`config.mk`:
```
export PLATFORM = sky130hd
export DESIGN_NAME = axis_width_packer_flat
export DESIGN_NICKNAME = d
export VERILOG_FILES = /design/src/rtl/axis_width_packer_pkg.sv /design/src/rtl/axis_width_packer_if.sv /design/src/rtl/axis_width_packer.sv /design/src/flat_wrapper.sv
export SDC_FILE = /design/constraint.sdc
export NUM_CORES = 1
export LEC_CHECK = 0
export CAP_MARGIN = 20
export CORE_MARGIN = 8
export CORE_UTILIZATION = 63
export DETAILED_ROUTE_END_ITERATION = 12
export DONT_BUFFER_PORTS = 1
export PLACE_DENSITY = 0.9
export SYNTH_ARGS = -nofsm -noshare
export SYNTH_HDL_FRONTEND = slang
export SYNTH_SLANG_ARGS = --single-unit
```
`constraint.sdc`:
```
create_clock -name clk -period 2.7 [get_ports clk]
set_input_delay 0.405 -clock clk [delete_from_list [all_inputs] [get_ports clk]]
set_output_delay 0.405 -clock clk [all_outputs]
set_load 0.02 [all_outputs]
```
`src/rtl/axis_width_packer_pkg.sv`:
```
// ----------------------------------------------------------------------------
// axis_width_packer_pkg
// Purpose : shared helpers for the AXI-Stream width packer. They map a beat
//           index to its output lane and build the per-lane keep mask of a
//           word. Lane order is either LSB-first or MSB-first.
// Contents: MAX_LANES - upper bound on lanes per output word
//           lane_index - beat index -> lane position
//           keep_mask  - lanes 0..count set, mirrored when msb_first
// ----------------------------------------------------------------------------
package axis_width_packer_pkg;

    localparam int MAX_LANES = 64;

    // The MSB-first mapping mirrors the lane order. A mirror is its own
    // inverse, so this function also maps a lane back to its beat index.
    function automatic int lane_index(input int count, input int n_lanes, input bit msb_first);
        if (msb_first) begin
            return n_lanes - 1 - count;
        end
        return count;
    endfunction

    // A lane is marked valid when the beat that maps onto it arrived at or
    // before beat 'count'. Lanes beyond n_lanes stay clear, so the caller can
    // truncate the result to its own lane count.
    function automatic logic [MAX_LANES-1:0] keep_mask(input int count, input int n_lanes, input bit msb_first);
        logic [MAX_LANES-1:0] mask;
        mask = '0;
        for (int p = 0; p < MAX_LANES; p++) begin
            if (p < n_lanes) begin
                if (lane_index(p, n_lanes, msb_first) <= count) begin
                    mask[p] = 1'b1;
                end
            end
        end
        return mask;
    endfunction

endpackage

```
`src/rtl/axis_width_packer_if.sv`:
```
// ----------------------------------------------------------------------------
// axis_width_packer_if
// Purpose : a minimal AXI-Stream style bundle. The packer uses it twice: once
//           for the narrow pixel input and once for the wide chunk output.
// Signals : tvalid/tready - handshake
//           tdata [DATA_W] - payload
//           tkeep [KEEP_W] - per-lane valid mask (unused on the input side)
//           tlast          - end of packet
// Modports: master drives the payload, slave drives tready.
// ----------------------------------------------------------------------------
interface axis_width_packer_if
    import axis_width_packer_pkg::*;
#(
    parameter int DATA_W = 16,
    parameter int KEEP_W = 1
);

    logic              tvalid;
    logic              tready;
    logic [DATA_W-1:0] tdata;
    logic [KEEP_W-1:0] tkeep;
    logic              tlast;

    modport master (output tvalid, output tdata, output tkeep, output tlast, input tready);
    modport slave  (input tvalid, input tdata, input tkeep, input tlast, output tready);

endinterface

```
`src/rtl/axis_width_packer.sv`:
```
// ----------------------------------------------------------------------------
// axis_width_packer
// Purpose : upsizer. It packs IN_W-bit beats into OUT_W-bit words, with a
//           per-lane keep mask, optional zero padding of partial words and
//           selectable lane order. Under steady drain it takes one beat per
//           cycle with no bubbles.
// Ports   : clk, rst      - clock and synchronous active-high reset
//           pixel (slave) - IN_W-bit input beats; tlast closes a packet
//           chunk (master)- OUT_W-bit words with N_LANES-bit tkeep and tlast
// ----------------------------------------------------------------------------
module axis_width_packer
    import axis_width_packer_pkg::*;
#(
    parameter int IN_W      = 16,
    parameter int OUT_W     = 128,
    parameter bit ZERO_PAD  = 1'b1,
    parameter bit MSB_FIRST = 1'b0
) (
    input  logic                clk,
    input  logic                rst,
    axis_width_packer_if.slave  pixel,
    axis_width_packer_if.master chunk
);

    localparam int N_LANES = OUT_W / IN_W;
    localparam int CNT_W   = (N_LANES > 1) ? $clog2(N_LANES) : 1;

    // Reject widths that cannot be split into at least two whole lanes.
    generate
        if (((OUT_W % IN_W) != 0) || (N_LANES < 2) || (N_LANES > MAX_LANES)) begin : g_bad_widths
            $error("axis_width_packer: OUT_W must be a multiple of IN_W with 2..%0d lanes", MAX_LANES);
        end
    endgenerate

    logic [CNT_W-1:0]   count_q, count_d;
    logic [OUT_W-1:0]   acc_q, acc_d;
    logic [OUT_W-1:0]   out_data_q, out_data_d;
    logic [N_LANES-1:0] out_keep_q, out_keep_d;
    logic               out_last_q, out_last_d;
    logic               out_valid_q, out_valid_d;

    logic               completes;
    logic               pixel_ready;
    logic               accept;
    int                 lane;
    logic [OUT_W-1:0]   merged;

    // Next-state logic. A beat that completes a word can only enter when the
    // output register is free or is draining on this same edge. That rule
    // makes a separate skid buffer unnecessary. Non-completing beats only
    // touch the accumulator, so they are always accepted. The accumulator is
    // written by lane index and never shifted. With zero padding it is
    // cleared after each word, which leaves the unfilled lanes of the next
    // partial word at zero.
    always_comb begin
        count_d     = count_q;
        acc_d       = acc_q;
        out_data_d  = out_data_q;
        out_keep_d  = out_keep_q;
        out_last_d  = out_last_q;
        out_valid_d = out_valid_q;

        completes   = pixel.tlast || (count_q == CNT_W'(N_LANES - 1));
        pixel_ready = !completes || !out_valid_q || chunk.tready;
        accept      = pixel.tvalid && pixel_ready;
        lane        = lane_index(int'(32'(count_q)), N_LANES, MSB_FIRST);

        merged = acc_q;
        for (int l = 0; l < N_LANES; l++) begin
            if (l == lane) begin
                merged[l*IN_W +: IN_W] = pixel.tdata;
            end
        end

        if (out_valid_q && chunk.tready) begin
            out_valid_d = 1'b0;
        end

        if (accept) begin
            if (completes) begin
                out_data_d  = merged;
                out_keep_d  = N_LANES'(keep_mask(int'(32'(count_q)), N_LANES, MSB_FIRST));
                out_last_d  = pixel.tlast;
                out_valid_d = 1'b1;
                count_d     = '0;
                acc_d       = ZERO_PAD ? '0 : merged;
            end else begin
                acc_d   = merged;
                count_d = count_q + 1'b1;
            end
        end
    end

    // State register. Reset throws away any partial word and any word held
    // for the downstream side.
    always_ff @(posedge clk) begin
        if (rst) begin
            count_q     <= '0;
            acc_q       <= '0;
            out_data_q  <= '0;
            out_keep_q  <= '0;
            out_last_q  <= 1'b0;
            out_valid_q <= 1'b0;
        end else begin
            count_q     <= count_d;
            acc_q       <= acc_d;
            out_data_q  <= out_data_d;
            out_keep_q  <= out_keep_d;
            out_last_q  <= out_last_d;
            out_valid_q <= out_valid_d;
        end
    end

    assign pixel.tready = pixel_ready;
    assign chunk.tvalid = out_valid_q;
    assign chunk.tdata  = out_data_q;
    assign chunk.tkeep  = out_keep_q;
    assign chunk.tlast  = out_last_q;

endmodule

```
`src/flat_wrapper.sv`:
```
// flat-port wrapper written by rule: the top's interface ports become plain ports
module axis_width_packer_flat import axis_width_packer_pkg::*;
#(
    parameter int IN_W      = 16,
    parameter int OUT_W     = 128,
    parameter bit ZERO_PAD  = 1'b1,
    parameter bit MSB_FIRST = 1'b0
)
  (clk, rst, pixel_tvalid, pixel_tdata, pixel_tkeep, pixel_tlast, pixel_tready, chunk_tvalid, chunk_tdata, chunk_tkeep, chunk_tlast, chunk_tready);
  axis_width_packer_if #(.DATA_W(16), .KEEP_W(1)) pixel_i ();
  axis_width_packer_if #(.DATA_W(128), .KEEP_W(8)) chunk_i ();
  input  logic clk;
  input  logic rst;
  input wire logic [$bits(pixel_i.tvalid)-1:0] pixel_tvalid;
  input wire logic [$bits(pixel_i.tdata)-1:0] pixel_tdata;
  input wire logic [$bits(pixel_i.tkeep)-1:0] pixel_tkeep;
  input wire logic [$bits(pixel_i.tlast)-1:0] pixel_tlast;
  output wire logic [$bits(pixel_i.tready)-1:0] pixel_tready;
  output wire logic [$bits(chunk_i.tvalid)-1:0] chunk_tvalid;
  output wire logic [$bits(chunk_i.tdata)-1:0] chunk_tdata;
  output wire logic [$bits(chunk_i.tkeep)-1:0] chunk_tkeep;
  output wire logic [$bits(chunk_i.tlast)-1:0] chunk_tlast;
  input wire logic [$bits(chunk_i.tready)-1:0] chunk_tready;
  assign pixel_i.tvalid = pixel_tvalid;
  assign pixel_i.tdata = pixel_tdata;
  assign pixel_i.tkeep = pixel_tkeep;
  assign pixel_i.tlast = pixel_tlast;
  assign pixel_tready = pixel_i.tready;
  assign chunk_tvalid = chunk_i.tvalid;
  assign chunk_tdata = chunk_i.tdata;
  assign chunk_tkeep = chunk_i.tkeep;
  assign chunk_tlast = chunk_i.tlast;
  assign chunk_i.tready = chunk_tready;
  axis_width_packer #(.IN_W(IN_W), .OUT_W(OUT_W), .ZERO_PAD(ZERO_PAD), .MSB_FIRST(MSB_FIRST)) u_core (.clk(clk), .rst(rst), .pixel(pixel_i), .chunk(chunk_i));
endmodule
```
==> metrics.txt <==
mean post-synth cell area=8.84 um2; most frequent cell after synthesis=dfxtp_1; hold depth=2; Pwr Density=735 mW/mm2; Worst Setup EP=pixel_tready; initial core utilization=0.636; async set-reset flop share out of synthesis=0; period utilization=0.928; I/O Buffers=0; FP Rows=48; gpl congestion=0.835; Post-CTS Setup Bufs=0; final hold slack=0.0303 ns; I/O pin total=161; final worst setup slack=0.194 ns; area of the multi-input gates=0.00489 mm2; CP Class=reg2out; Worst-path clk slew=0.06 ns; synth top area cells=dfxtp_1 (49%), a311oi_1 (7.8%), o32ai_1 (6.4%); met3 Usage GRT=0.0966; Area growth syn-to-layout=8.44%; fin crit period=2.51 ns; largest net degree at the start of global routing=271; Worst EP required=2.30 ns; leak pwr=3.70 nW; Mapped Area=0.0109 mm2; launch point of the worst reg-to-reg path=u_core.count_q[2]$_SDFFE_PP0P_; met1 usage=0.329; CTS tree=built; clk_skew=0.0184 ns; Critical Path Fanout Max=21; vias per inst=6.55; Starting DRT DRC Count=1117; status=finished, final reports clean; Post-Syn Nets=1259; clock latency on the worst-skew pair=0.53 ns; layout cells sized above 1=0.0663; maximum VDD drop=0.462 mV; reg2reg end=u_core.acc_q[57]$_SDFFE_PP0P_; Initial DRT Pass Iterations=6; post-synth top area share=0.495; WL per Instance=22.7 um; Netlist cell types=38; Pins Over Slew Limit=0; cell count after synthesis=1231; vias post-DR=9182; number of global-route vias before repair=8483; # DRC=0; Post-synth top cells=dfxtp_1 (269), nand2_1 (186), nor2_1 (156); Critical Path Start Type=flop; CP arrival=2.10 ns; Yosys reg bits=269; Synth area leader=dfxtp_1; fillers=1251; # setup viols final=0; met2 Use GR=0.431; worst r2r path cells=7; Worst setup EP type=primary output; post-synthesis sequential area ratio=0.495; first-pass GRT wire length=48400 um; max_slew headroom=0.460; CTS Buf Count=26; Routed WL=31900 um; H-tree Lvls=1; core area=0.0171 mm2; ANT nets after route=0; clk buf depth=3; Least-Margin Pin Slew=0.810 ns; pre-CTS setup slack=0.0776 ns; Antenna Cells=0; achievable frequency=399 MHz; Max Cap Violations=0; R2R setup slack=0.21 ns; die height=147 um; initial antenna violation count=0; Die Width=147 um; Hold Crit Start=pixel_tdata[4]; final net count=1188; Die Area=0.0217 mm2; CP startpoint=u_core.count_q[0]$_SDFFE_PP0P_; HPWL after detailed placement=19400 um; Main synth FF type=dfxtp_1; synth warn=0; GRT overflow=0; Final Hold Viols=0; gr usage total=0.276; global-route layer with the greatest usage=met2; Clk Tree Root Cell=clkbuf_16; Min-Delay Path Class=in2reg; number of synthesized flops with an enable pin=0; Sinks on Clock Net=269; FF/Latch Area=0.00539 mm2
power by group:
part           internal (mW)  total, mW  leakage [nW]  switching (mW)
clock network           2.31       3.78         0.440            1.47
logic                  0.191      0.525          1.07           0.334
registers               4.11       4.38          2.19           0.267
total                   6.61       8.68          3.70            2.07
logic make-up (layout without fill, tap and decap cells):
logic type / after synthesis / count (layout) / share of synthesized area
mux: 32 / 32 / 0.0294
flops: 269 / 269 / 0.495
fa+ha+maj: 6 / 6 / 0.00690
buf+inv: 139 / 84 / 0.0563
compound gates: 277 / 277 / 0.201
simple gates: 508 / 508 / 0.211
sequential cells by signal, indices dropped and copies added, names as in the netlist:
signal               flops
u_core.acc_q           128
u_core.chunk.tdata     128
u_core.chunk.tkeep       8
u_core.count_q           3
u_core.chunk.tlast       1
u_core.chunk.tvalid      1
layer usage:
metal | share of wire | wire length (um) | vias to the layer above
li1 | - | - | 4231
met1 | 0.37 | 11700 | 4337
met2 | 0.46 | 14500 | 497
met3 | 0.13 | 4000 | 117
met4 | 0.052 | 1670 | 0
met5 | 0 | 0 | -
critical path, cell delays in order (launching register included):
cell	delay, ns
dfxtp_1	0.33
ha_1	0.23
ha_1	0.22
buf_4	0.25
or2_1	0.32
nand2b_1	0.25
stage by stage:
stage / instance area [um2] / util / cells / power [mW] / TNS [ns]
final: 11800 / 0.690 / 1401 / 8.68 / 0
after global routing: 11800 / 0.690 / 1401 / 8.93 / -0.00136
after CTS: 11800 / 0.687 / 1398 / 8.68 / 0
after detailed placement: 10800 / 0.633 / 1350 / 4.96 / 0
after global placement: 10800 / 0.632 / 1348 / 4.93 / 0
after floorplan: 10900 / - / 1231 / 4.88 / 0
cells in the final DEF, fill, tap and decap left out, types with 5 or more instances in the layout:
cell type / instances
dlygate4sd3_1: 5
clkbuf_1: 5
nor2_1: 156
nand3_1: 35
buf_4: 27
a211oi_1: 33
ha_1: 6
and2_1: 17
nand2_1: 186
a22oi_1: 17
o21ai_0: 16
dfxtp_1: 269
a311oi_1: 97
clkbuf_16: 27
mux2i_1: 32
nand2b_1: 98
a21oi_1: 29
o32ai_1: 80
final cells by class:
| cell class | count | share of cell area |
|---|---|---|
| sequential | 269 | 0.456 |
| tap | 225 | 0.0238 |
| clock inverter | 8 | 0.0119 |
| timing repair buffer | 37 | 0.0291 |
| inverter | 3 | 0.000954 |
| clock buffer | 36 | 0.0635 |
| multi-input combinational | 823 | 0.415 |
worst min path at each step:
stage / to / slack [ns]
3_3_place_gp: u_core.acc_q[120]$_SDFFE_PP0P_ / 0.44
2_1_floorplan: u_core.acc_q[112]$_SDFFE_PP0P_ / 0.43
6_report: u_core.acc_q[84]$_SDFFE_PP0P_ / 0.03
5_1_grt: u_core.acc_q[81]$_SDFFE_PP0P_ / 0.02
3_5_place_dp: u_core.acc_q[124]$_SDFFE_PP0P_ / 0.44
4_1_cts: u_core.chunk.tdata[23]$_SDFFE_PP0P_ / -0.04
timing repair:
item | in CTS | in global routing
hold buffers | 4 | 2
endpoints found under the hold margin | 161 | 12
setup endpoints to repair | 0 | 11
resized for setup | 0 | 1
No activity file was read; power rests on OpenSTA's default activity.
